<file path="config.mk">
export PLATFORM = sky130hd
export DESIGN_NAME = mem_arbiter
export DESIGN_NICKNAME = d
export VERILOG_FILES = /design/src/rtl/mem_arbiter.sv
export SDC_FILE = /design/constraint.sdc
export NUM_CORES = 1
export LEC_CHECK = 0
export ABC_AREA = 1
export CORE_MARGIN = 2
export CORE_UTILIZATION = 37
export CTS_CLUSTER_SIZE = 14
export DETAILED_ROUTE_END_ITERATION = 12
export PLACE_DENSITY_LB_ADDON = 0.1
export SETUP_SLACK_MARGIN = 0.15
export SLEW_MARGIN = 10
export SYNTH_ARGS = -nofsm -noshare
export SYNTH_HDL_FRONTEND = slang
export SYNTH_SLANG_ARGS = --single-unit
</file>
<file path="constraint.sdc">
create_clock -name clk -period 1.7 [get_ports clk]
set_input_delay 0.34 -clock clk [delete_from_list [all_inputs] [get_ports clk]]
set_output_delay 0.34 -clock clk [all_outputs]
set_load 0.01 [all_outputs]
</file>
<file path="src/rtl/mem_arbiter.sv">
// Arbitrates fetch and data-stage accesses onto a single fixed-latency memory port.
// Data requests normally win; a streak limit makes sure a waiting fetch is not starved.
module mem_arbiter #(
  parameter int DATA_W      = 32,
  parameter int ADDR_W      = 32,
  parameter int MEM_LAT     = 2,
  parameter int MAX_DSTREAK = 4
) (
  input  logic              clk,
  input  logic              rst,
  input  logic              if_req,
  input  logic [ADDR_W-1:0] if_addr,
  output logic              if_ready,
  output logic [DATA_W-1:0] if_rdata,
  input  logic              dm_req,
  input  logic              dm_we,
  input  logic [ADDR_W-1:0] dm_addr,
  input  logic [DATA_W-1:0] dm_wdata,
  output logic              dm_ready,
  output logic [DATA_W-1:0] dm_rdata,
  output logic              mem_en,
  output logic              mem_we,
  output logic [ADDR_W-1:0] mem_addr,
  output logic [DATA_W-1:0] mem_wdata,
  input  logic [DATA_W-1:0] mem_rdata,
  output logic              stall_if,
  output logic              stall_mem
);

  // state  | meaning
  // IDLE   | no access outstanding; arbitrate pending requests
  // BUSY_I | fetch access in flight, counting down memory latency
  // BUSY_D | data access in flight, counting down memory latency
  typedef enum logic [1:0] {IDLE, BUSY_I, BUSY_D} state_t;

  localparam logic [2:0] LAT  = 3'(MEM_LAT);
  localparam logic [3:0] DMAX = 4'(MAX_DSTREAK);

  state_t            state;
  logic [2:0]        lat_cnt;
  logic [3:0]        dstreak;
  logic [ADDR_W-1:0] lat_addr;
  logic [DATA_W-1:0] lat_wdata;
  logic              lat_we;
  logic              grant_d;
  logic              grant_i;

  assign grant_d = dm_req & ~(if_req & (dstreak == DMAX));
  assign grant_i = if_req & ~grant_d;

  always_ff @(posedge clk) begin
    if (rst) begin
      state     <= IDLE;
      lat_cnt   <= '0;
      dstreak   <= '0;
      lat_addr  <= '0;
      lat_wdata <= '0;
      lat_we    <= 1'b0;
      mem_en    <= 1'b0;
      if_ready  <= 1'b0;
      dm_ready  <= 1'b0;
    end else begin
      mem_en   <= 1'b0;
      if_ready <= 1'b0;
      dm_ready <= 1'b0;
      case (state)
        IDLE: begin
          if (grant_d) begin
            state     <= BUSY_D;
            lat_addr  <= dm_addr;
            lat_we    <= dm_we;
            lat_wdata <= dm_wdata;
            mem_en    <= 1'b1;
            lat_cnt   <= LAT;
            if (!if_req)
              dstreak <= '0;
            else if (dstreak != DMAX)
              dstreak <= dstreak + 4'd1;
          end else if (grant_i) begin
            state     <= BUSY_I;
            lat_addr  <= if_addr;
            lat_we    <= 1'b0;
            lat_wdata <= '0;
            mem_en    <= 1'b1;
            lat_cnt   <= LAT;
            dstreak   <= '0;
          end else begin
            dstreak <= '0;
          end
        end
        BUSY_I, BUSY_D: begin
          // ready is registered one count early so it lands in the response cycle
          if (lat_cnt == 3'd1) begin
            if_ready <= (state == BUSY_I);
            dm_ready <= (state == BUSY_D);
          end
          if (lat_cnt == 3'd0)
            state <= IDLE;
          else
            lat_cnt <= lat_cnt - 3'd1;
        end
        default: state <= IDLE;
      endcase
    end
  end

  assign mem_we    = mem_en & lat_we;
  assign mem_addr  = lat_addr;
  assign mem_wdata = lat_wdata;
  assign if_rdata  = if_ready ? mem_rdata : '0;
  assign dm_rdata  = dm_ready ? mem_rdata : '0;
  assign stall_if  = if_req & ~if_ready;
  assign stall_mem = dm_req & ~dm_ready;

endmodule
</file>
==> impl_results.md, run 1 <==
* Effective utilization at floorplan at 0.3802
* Layout cells sized above 1 at 0.2786
* Status: complete, no violations
* Clock network fraction of total power at 0.230
* CTS tree: built
* CP Launch Type: register
* Post-Syn Area at 4121 sq um
* Synth area leaders: dfxtp_1 (37%), nand2_1 (19%), inv_1 (10%), nand3_1 (8.4%), nand4_1 (5.2%)
* Clock Tree Root: clkbuf_8
* Met2 usage at 0.4008
* Post-DP HPWL at between 10000 and 15000 microns
* Synth Net Count at between 700 and 800
* # setup viols final at 0
* Row cnt at 38
* Multi-input gate area at 2202 sq um
* Iter 0 DRT Violations at 311
* Switch share at 0.3391
* MaxCap Viol Count at 0
* Yosys top cell by area: dfxtp_1
* Vias at just over 5000
* Netlist cell types at 25
* Fin nets at 1045
* Worst setup margin at approximately 57 ps
* Crit end category: primary output
* Ant diodes at 0
* Fin. max-slew vios at 0
* DR vias/cell at 4.802
* Gp weighted congestion at 0.7933
* # hold bufs at CTS at 0
* Final wirelength at 15730 microns
* Ys Warns at 0
* Routed WL per cell at approximately 15 microns
* Fraction of the yosys area taken by sequential cells at 0.3740
* Leak at 0.004212 uW
* Internal power at 3574 uW
* Die ar. at 12000 sq um
* Share of power burned in registers at 0.391
* Clock-pin slew on the worst setup and hold paths at 80 ps
* Gate power share at 0.379
* Syn_area_per_cell at 6.563 sq um
* Worst-skew pair later-pin latency at approximately 350 ps
* Sw power at 1834 uW
* Crit Reg-Reg Endpoint: mem_addr[30]$_SDFFE_PP0P_
* Routing usage on met1 at 0.2632
* Gr usage total at 0.2306
* Worst hold path class: primary input to register
* R2r worst-path depth at 10
* Dpl ws at -194.7 ps
* Routed Antenna Nets at 0
* Worst path required time at roughly 1400 ps
* Core area at 10840 sq um
* Post-synth top area share at 0.3740
* R2R Path Start: state[0]$_SDFFE_PP0P_
* Final Power at 5407 uW
* Largest net degree at the start of global routing at 37
* Initial antenna violation count at 0
* Ports at 267
* Yosys reg bits at slightly below 80
* Depth of the CTS H-tree at 3
* Global route hottest layer: met2
* Fmax at 0.6085 GHz
* Filler cells at 881
* Die width at 109.5 microns
* Worst slew pin tran at 344.6 ps
* R2r setup slk at 200 ps
* Critical path data arrival time at 1300 ps
* Clk buf depth at 2
* Crit path kind: register to primary output
* Fin util at 0.7195
* Grt total ovfl at 0
* Number of buffers created by CTS at 9
* P per Cell Area at around 690 nW/um^2
* Reg area at 1551 sq um
* First-pass DRT Iterations at 4
* Tmin final at ~1600 ps
* Final Hold Viols at 0
* Mapped Cells at ~630
* Clk sinks at 77
* Skew final at 8.845 ps
* Port bufs at 266
* CP startpoint: dm_ready$_SDFF_PP0_
* Die height at approximately 110 microns
* Worst hold path depth at 4
* Peak VDD IR at around 550 uV
* Crit path to: dm_rdata[22]
* Post-Layout Cell Count at 1048
* Placed cell count at 1015
* RSZ-0062 raised after global routing: true
* Worst slew margin at 0.7703
* Final worst-path cycle share at 0.9666
* Met3 global-route usage at 0.07825
* Post-route DRC violation count at 0
* First-pass GRT wire length at 21860 microns
* Number of global-route vias before repair at 4491
* Worst-path maximum fanout at 8
* Layout area overhead at 89.25%
registers in the layout, indices dropped and copies added, names as in the netlist:
name	count
mem_en	1
mem_wdata	32
lat_we	1
lat_cnt	3
dm_ready	1
mem_addr	32
if_ready	1
dstreak	4
state	2
metal layers:
layer	wire length, microns	vias to the layer above
met5	0	-
met3	1465	42
met4	495	0
li1	-	2479
met1	5975	2298
met2	7798	213
synthesized netlist by cell type (all sizes together):
cell type / number
ha: 9
dfxtp: 77
nand3b: 1
buf: 27
o21ai: 3
nand3: 69
a21oi: 40
xnor2: 1
inv: 116
or2: 1
nand2: 219
nor2: 15
nand4: 34
clkbuf: 16
kinds of logic (layout without fill, tap and decap cells):
logic type / Yosys count / count (layout) / share of synthesized area
flops: 77 / 77 / 0.3740
xor+xnor: 1 / 1 / 0.002125
buf+inv: 159 / 439 / 0.1639
compound gates: 43 / 43 / 0.06132
simple gates: 339 / 339 / 0.3713
fa+ha+maj: 9 / 9 / 0.02732
layout by cell type, fill, tap and decap left out, drive strengths merged:
| cell | synthesis | layout |
|---|---|---|
| nand2 | 219 | 219 |
| clkbuf | 16 | 18 |
| or2 | 1 | 1 |
| nand3 | 69 | 69 |
| clkdlybuf4s15 | 0 | 18 |
| nand4 | 34 | 34 |
| nand3b | 1 | 1 |
| clkinv | 0 | 2 |
| buf | 27 | 86 |
| o21ai | 3 | 3 |
| dfxtp | 77 | 77 |
| clkdlybuf4s50 | 0 | 130 |
| dlymetal6s2s | 0 | 2 |
| nor2 | 15 | 15 |
| a21oi | 40 | 40 |
| clkinvlp | 0 | 1 |
| xnor2 | 1 | 1 |
| ha | 9 | 9 |
| inv | 116 | 116 |
| dlygate4sd2 | 0 | 66 |
worst max-delay path, cell delays in order (launching register included):
cell and delay [ps]:
dfxtp_4 470, buf_12 140, buf_16 130, nand2_2 70, inv_2 60, buf_6 90
worst min path at each step:
stage                                     from                    endpoint  slack [ps]
detailed placement  mem_wdata[30]$_SDFFE_PP0P_  mem_wdata[30]$_SDFFE_PP0P_         460
finish                                  if_req     dstreak[0]$_SDFFE_PP0P_         460
global route                            if_req     dstreak[0]$_SDFFE_PP0P_         470
floorplan                  lat_we$_SDFFE_PP0P_         lat_we$_SDFFE_PP0P_         440
CTS                 mem_wdata[30]$_SDFFE_PP0P_  mem_wdata[30]$_SDFFE_PP0P_         470
global placement     mem_wdata[4]$_SDFFE_PP0P_   mem_wdata[4]$_SDFFE_PP0P_         450
repair_timing:
action	in CTS	in global routing
buffers inserted	1	6
endpoints found under the setup margin	134	125
cloned	5	5
pin swaps	1	13
resized for setup	301	195
power by group through the flow:
stage | combinational, uW | sequential [uW] | clock, uW
after floorplan | 942 | 2230 | 0
after global placement | 1980 | 2150 | 0
after detailed placement | 2010 | 2160 | 0
after CTS | 1900 | 2110 | 1290
after global routing | 2240 | 2140 | 1380
final | 2050 | 2110 | 1250
cell type report:
type                       instances  share of cell area
multi-input combinational        392              0.2823
timing repair buffer             307              0.4184
clock buffer                      13             0.01909
inverter                         116             0.05614
tap                              140             0.02246
clock inverter                     3            0.002727
sequential                        77              0.1989
metrics by stage:
stage                     area [sq um]  hold slack [ps]  TNS (ps)
after detailed placement          7052            457.8    -14810
after CTS                         7237            467.1         0
after global routing              7800            469.0    -2.221
final                             7800            458.4         0
after global placement            7052            450.5    -12010
after floorplan                   4121            443.9         0
No activity file was read; power rests on OpenSTA's default activity.
==> run 2: changes to the inputs <==
CORE_UTILIZATION = 30   (was 37)
==> impl_results.md, run 2 (synthesis gave the netlist of run 1 again) <==
* Final worst-path cycle share at 0.9553 (-0.01133)
* RSZ-0062 raised after global routing: true
* Post-route DRC violation count at 0 (unchanged)
* Clock Tree Root: clkbuf_16
* Die ar. at 14690 sq um (+22%)
* Leak at 0.004437 uW (+5.3%)
* # setup viols final at 0 (unchanged)
* Gr usage total at 0.1958 (-0.03481)
* Largest net degree at the start of global routing at 36 (-2.7%)
* Met3 global-route usage at 0.05733 (-0.02091)
* Port bufs at 266 (unchanged)
* Routed WL per cell at 14.85 microns (-1.1%)
* Fmax at 0.6158 GHz (+1.2%)
* Layout area overhead at 94.81%
* Worst-path maximum fanout at 8 (unchanged)
* Routing usage on met1 at 0.2410 (-0.02217)
* Clock-pin slew on the worst setup and hold paths at 60 ps (-20 ps)
* DR vias/cell at 4.571 (-4.8%)
* Die height at 121.2 microns (+11%)
* Final Hold Viols at 0 (unchanged)
* Vias at 4996 (-0.72%)
* P per Cell Area at 773.4 nW/um^2 (+12%)
* Critical path data arrival time at 1280 ps (-20 ps)
* CP startpoint: if_ready$_SDFF_PP0_
* Depth of the CTS H-tree at 3 (unchanged)
* Clk sinks at 77 (unchanged)
* Min-delay src: mem_wdata[29]$_SDFFE_PP0P_
* Skew final at 9.567 ps (+0.7222 ps)
* # hold bufs at CTS at 0 (unchanged)
* Most frequent cells in the layout: nand2_1 (158), clkdlybuf4s50_1 (127), inv_1 (75), dfxtp_1 (73), nand3_1 (69)
* Ports at 267 (unchanged)
* First-pass GRT wire length at 22940 microns (+4.9%)
* Iter 0 DRT Violations at 235 (-24%)
* Fin nets at 1054 (+0.86%)
* Crit end category: primary output
* CTS tree: built
* Tmin final at 1624 ps (-19.27 ps)
* Fin util at 0.6015 (-0.1180)
* Effective utilization at floorplan at 0.3088 (-0.07142)
* Final wirelength at 16230 microns (+3.1%)
* Routed Antenna Nets at 0 (unchanged)
* CP Launch Type: register
* Post-DP HPWL at 10560 microns (+3.2%)
* Die width at 121.2 microns (+11%)
* Crit Reg-Reg Endpoint: mem_wdata[27]$_SDFFE_PP0P_
* Worst path required time at 1360 ps (about the same)
* R2r worst-path depth at 10 (unchanged)
* Worst slew pin tran at 359.7 ps (+15.15 ps)
* Number of global-route vias before repair at 4471 (-0.45%)
* Fin. max-slew vios at 0 (unchanged)
* Row cnt at 42 (+11%)
* Core area at 13350 sq um (+23%)
* Peak VDD IR at 585.6 uV (+6.1%)
* Final Power at 6210 uW (+15%)
* Clk buf depth at 2 (unchanged)
* Filler cells at 1249 (+42%)
* Crit path kind: register to primary output
* Global route hottest layer: met2
* Dpl ws at -180.8 ps (+13.93 ps)
* Worst-skew pair later-pin latency at 340 ps (about the same)
* Worst setup margin at 76.00 ps (+19.27 ps)
* Ant diodes at 0 (unchanged)
* Layout cells sized above 1 at 0.2868 (+0.008170)
* Worst slew margin at 0.7602 (-0.01010)
* Setup TNS at 0 ps (unchanged)
* MaxCap Viol Count at 0 (unchanged)
* First-pass DRT Iterations at 4 (unchanged)
* Worst Hold Path EP: mem_wdata[29]$_SDFFE_PP0P_
* Met2 usage at 0.3244 (-0.07636)
* Worst hold path class: register to register
* Status: complete, no violations
* Grt total ovfl at 0 (unchanged)
* Number of buffers created by CTS at 9 (unchanged)
* Most common cell after layout, fill and taps aside: nand2_1
* Worst hold slack at 459.6 ps (+1.242 ps)
* R2r setup slk at 190 ps (about the same)
* Gp weighted congestion at 0.8133 (+2.5%)
* Worst hold path depth at 2 (-2)
* R2R Path Start: dstreak[0]$_SDFFE_PP0P_
* Initial antenna violation count at 0 (unchanged)
[run 2: what timing repair did]
| item | 4_1_cts | 5_1_grt |
|---|---|---|
| setup endpoints to repair | 134 | 114 |
| pin swaps | 0 | 26 |
| gates cloned | 6 | 8 |
| gates resized for setup | 284 | 234 |
| setup buffers | 4 | 9 |
[run 2: stage by stage]
stage | area, sq um | instances
2_1_floorplan | 4121 | 628
3_3_place_gp | 7027 | 1050
3_5_place_dp | 7027 | 1050
4_1_cts | 7443 | 1076
5_1_grt | 8029 | 1093
6_report | 8029 | 1093
[run 2: cell type report]
| class | count | area [sq um] | area share |
|---|---|---|---|
| repair buffers | 315 | 3291 | 0.4098 |
| multi-input cells | 393 | 2206 | 0.2747 |
| flip-flops and latches | 77 | 1551 | 0.1932 |
| inverters | 116 | 437.9 | 0.05454 |
| clock buffers | 14 | 284.0 | 0.03537 |
| well taps | 176 | 220.2 | 0.02743 |
| clock inverters | 2 | 38.79 | 0.004831 |
[run 2: worst max-delay path by stage]
stage	end	slack, ps	cells after the start
floorplan	mem_wdata[13]$_SDFFE_PP0P_	200	10
global placement	stall_if	-150	4
detailed placement	stall_if	-180	4
CTS	dm_rdata[4]	20	4
global route	if_rdata[31]	20	5
finish	if_rdata[14]	80	5
[run 2: metal layers]
metal,wire [microns],vias to the layer above
met3,1402,25
met4,305,0
met5,0,-
li1,-,2503
met2,7990,209
met1,6529,2259
[run 2: worst max-delay path: stages (launching register included)]
cell and delay (ps):
dfxtp_4 470, buf_12 140, buf_16 130, nand2_2 60, inv_2 60, buf_6 90
[run 2: where the power goes]
group | internal, uW | switching [uW] | total [uW]
Clock | 1300 | 746 | 2050
Sequential | 2010 | 106 | 2120
Combinational | 987 | 1060 | 2050
==> patch 1: new RTL, settings of run 1 <==
`DATA_W`: 32 -> 16.
--- a/src/rtl/mem_arbiter.sv
+++ b/src/rtl/mem_arbiter.sv
@@ -1,7 +1,7 @@
 // Arbitrates fetch and data-stage accesses onto a single fixed-latency memory port.
 // Data requests normally win; a streak limit makes sure a waiting fetch is not starved.
 module mem_arbiter #(
-  parameter int DATA_W      = 32,
+  parameter int DATA_W      = 16,
   parameter int ADDR_W      = 32,
   parameter int MEM_LAT     = 2,
   parameter int MAX_DSTREAK = 4
Interface: changed (5 resized); port bits go from 267 to 187. No check against the original RTL was run, so the function may have changed too.
==> patch 1 against run 1 <==
Routed wire length fell by 32%. Setup slack improved by 140 ps. Synthesized area fell by 21%. Final cell count fell by 24%. Global-route usage fell by 1.8 points. Critical path depth fell by 1. Sequential cell count fell by 16. Combinational power fell by 17%. Design area fell by 29%. Total power fell by 4.5%. Critical path type unchanged. Largest power group is now clock.
==> patch 1: results (changes against run 1) <==
* Crit path arrival time at 1170 ps (-130 ps)
* Syn nets at 600 (-22%)
* Fraction of area in multi-input gates at 0.280 (-0.00195)
* Slew HR at 0.805 (+0.0349)
* Leak at 0.00300 µW (-29%)
* Fin nets at 792 (-24%)
* DP HPWL at 7630 µm (-25%)
* Setup WS pre-CTS at -258 ps (-63.3 ps)
* Layout cell share with drive strength beyond 1 at 0.106 (-0.172)
* Vias in the first global route at 3572 (-20%)
* Via Count at 3802 (-24%)
* Routed len/inst at 13.4 µm (-11%)
* Nonclk inv count at 84 (-28%)
* Hold path depth at 2 (-2)
* RePlAce Congestion at 0.871 (+9.8%)
* M3 GR Usage at 0.0676 (-0.0106)
* Worst Hold Class: reg -> reg
* I/O Buffers at 186 (-30%)
* Worst Reg2Reg Path Length in Cells at 9 (-1)
* Non-clk bufs at 212 (-31%)
* Post-Syn Instances at 490 (-22%)
* Largest net degree at the start of global routing at 31 (-16%)
* Met1 Resource Use GR at 0.255 (-0.00828)
* Sequential share of cell area at 0.221 (+0.0220)
* Netlist cell types at 23 (-8.0%)
* #MultiIn Comb at 314 (-20%)
* # clk buffers at 9 (-4)
* Most frequent cells after synthesis: 152 x nand2_1, 81 x inv_1, 69 x nand3_1
* Status: completed
* Ranking of synthesized cells by area: dfxtp_1 38%, nand2_1 18%, nand3_1 11%
* Synth Register Bits at 61 (-21%)
patch 1: stage by stage:
step / area (µm²) / util
after floorplan: 3240 / -
after global placement: 5280 / 0.614
after detailed placement: 5280 / 0.614
after CTS: 5460 / 0.635
after global routing: 5550 / 0.646
final: 5550 / 0.646
patch 1: routing by layer:
layer / up-vias / part of all wire / wire, µm
met1: 1700 / 0.42 / 4480
met5: - / 0 / 0
li1: 1924 / - / -
met3: 14 / 0.087 / 931
met4: 0 / 0.015 / 162
met2: 164 / 0.48 / 5100
patch 1: worst max-delay path, cell delays in order, from the launching register on:
cell	delay, ps
dfxtp_2	330
buf_12	140
nand2_1	60
inv_1	30
dlygate4sd2_1	270
patch 1: power by group through the flow:
stage | clock, µW | sequential (µW) | combinational (µW)
after floorplan | 0 | 1800 | 848
final | 1750 | 1710 | 1700
after global routing | 1850 | 1730 | 1890
after detailed placement | 0 | 1740 | 1700
after CTS | 1780 | 1710 | 1630
after global placement | 0 | 1740 | 1670
patch 1: timing repair:
| action | 4_1_cts | 5_1_grt |
|---|---|---|
| endpoints found under the setup margin | 119 | 81 |
| setup buffers | 0 | 1 |
| pin swaps | 0 | 3 |
| gates resized for setup | 98 | 48 |
| gates cloned | 0 | 5 |
patch 1: cells by family after synthesis:
| logic type | Yosys count | share of synthesized area |
|---|---|---|
| DFF | 61 | 0.377 |
| buffers and inverters | 117 | 0.154 |
| xor gates and xnor gates | 1 | 0.00271 |
| and+or+nand+nor | 275 | 0.389 |
| AOI/OAI and AO/OA | 27 | 0.0418 |
| adders and majority gates | 9 | 0.0348 |
patch 1: path summary, 6_finish.rpt:
path                start       endpoint  slack [ps]
max reg2reg    dstreak[0]  mem_wdata[13]         250
min reg2reg  mem_wdata[8]   mem_wdata[8]         460
max              if_ready   if_rdata[10]         190
min          mem_wdata[8]   mem_wdata[8]         460
==> patch 2: new RTL, settings of run 1 <==
Without the edit above. Re-encode `state_t` (3 states) as one-hot, 3 bits wide.
--- a/src/rtl/mem_arbiter.sv
+++ b/src/rtl/mem_arbiter.sv
@@ -31,7 +31,7 @@
   // IDLE   | no access outstanding; arbitrate pending requests
   // BUSY_I | fetch access in flight, counting down memory latency
   // BUSY_D | data access in flight, counting down memory latency
-  typedef enum logic [1:0] {IDLE, BUSY_I, BUSY_D} state_t;
+  typedef enum logic [2:0] {IDLE = 3'b001, BUSY_I = 3'b010, BUSY_D = 3'b100} state_t;
 
   localparam logic [2:0] LAT  = 3'(MEM_LAT);
   localparam logic [3:0] DMAX = 4'(MAX_DSTREAK);
Behaviour: no difference found for any inputs over 10 cycles, from zero or initial values and one cycle with rst high; not proved beyond that.
==> patch 2 against run 1 <==
Sequential cell count up 1. Setup slack worse by 4.4 ps. Routed wire length increased by 2.7%. First-iteration DRC count is 16% lower. Design area down 0.77%. Synthesized area rose by 0.73%. Total power down 1.3%. Highest routed layer unchanged. Core utilization shrank 0.87 points.
==> patch 2: results (changes against run 1) <==
* Mapped Avg Cell Area at 6.97 µm² (+6.1%)
* Actual slew at the worst max-slew pin at 260 ps (-84.4 ps)
* Flop-to-flop setup slack at 230 ps (+30 ps)
* Vias in the first global route at 4528 (+0.82%)
* Hold Startpoint: lat_cnt[1]
* Clock Skews at 13.4 ps (+4.59 ps)
* DRT iter0 DRCs at 262 (-16%)
* Cells after DPL at 980 (-3.4%)
* Hold path depth at 2 (-2)
* Met3 WL post-DR at 1390 µm (-5.4%)
* Largest net degree at the start of global routing at 62 (+68%)
* Most frequent cells after synthesis: 124 x nand2_1, 79 x inv_1, 78 x dfxtp_1
* Antenna violations before repair at 3 (+3)
* Worst Hold Class: reg -> reg
* Syn nets at 734 (-4.7%)
* DP HPWL at 10600 µm (+3.9%)
* Fin nets at 1010 (-3.3%)
* Fill cell count at 898 (+1.9%)
* Netlist cell types at 29 (+16%)
* Post-Route WL at 16200 µm (+2.7%)
* Status: completed
* Metal-1 WL at 5620 µm (-5.9%)
* Layout cell share with drive strength beyond 1 at 0.333 (+0.0543)
* Crit path largest cell delay at 410 ps (-60 ps)
* Met2 wire len at 8570 µm (+9.9%)
* Placed cell areas at 0.00698 mm² (-0.99%)
* Routed len/inst at 15.8 µm (+5.6%)
* Worst vdd ir at 529 µV (-4.2%)
* RePlAce Congestion at 0.812 (+2.4%)
patch 2: cell families (layout without fill, tap and decap cells):
kind of cell | count (synthesis) | after routing | share of synthesized area
flops | 78 | 78 | 0.376
xor+xnor | 2 | 2 | 0.00422
other cells | 0 | 3 | 0
simple gates | 245 | 245 | 0.265
buf+inv | 126 | 407 | 0.142
fa+ha+maj | 5 | 5 | 0.0151
compound gates | 140 | 140 | 0.197
patch 2: stage by stage:
step                      hold slack [ps]  worst slack (ps)
after floorplan                       455               321
after global placement                466              -205
after detailed placement              482              -212
after CTS                             490              6.48
after global routing                  505              3.19
final                                 494              52.4
patch 2: worst max-delay path: cells and delay by family (launching register included):
kind | cells | cell delay [ps]
buffers and inverters | 4 | 480
flip-flops | 1 | 410
AND/OR/NAND/NOR | 1 | 60
patch 2: area by class of cell:
type | count | area, µm² | share of cell area
Timing Repair Buffer | 308 | 3190 | 0.412
Multi-Input combinational cell | 392 | 2290 | 0.296
Sequential cell | 78 | 1570 | 0.203
Inverter | 83 | 317 | 0.0409
Tap cell | 140 | 175 | 0.0226
Clock buffer | 9 | 124 | 0.0160
Clock inverter | 7 | 61.3 | 0.00792
Antenna cell | 3 | 7.51 | 0.000970
patch 2: what timing repair did:
action | 4_1_cts | 5_1_grt
endpoints found under the hold margin | 0 | 0
resized for setup | 291 | 218
gates cloned | 5 | 8
pin swaps | 1 | 8
setup buffers | 6 | 2
setup endpoints to repair | 145 | 100
patch 2: where the power goes:
part           internal, µW  switching, µW
combinational           902            921
clock                   558            769
sequential             2070            120
patch 2: layer usage:
layer / vias up / track usage
li1: 2438 / -
met1: 2266 / 0.215
met2: 192 / 0.436
met3: 37 / 0.0777
met4: 0 / 0.109
met5: - / 0
patch 2: worst max-delay path by stage:
stage	depth (start not counted)	slack, ps	end
6_report	5	50	dm_rdata[15]
5_1_grt	5	3	dm_rdata[15]
4_1_cts	4	6	if_rdata[21]
3_5_place_dp	7	-210	mem_wdata[25]
3_3_place_gp	4	-200	stall_if
2_1_floorplan	4	320	stall_mem
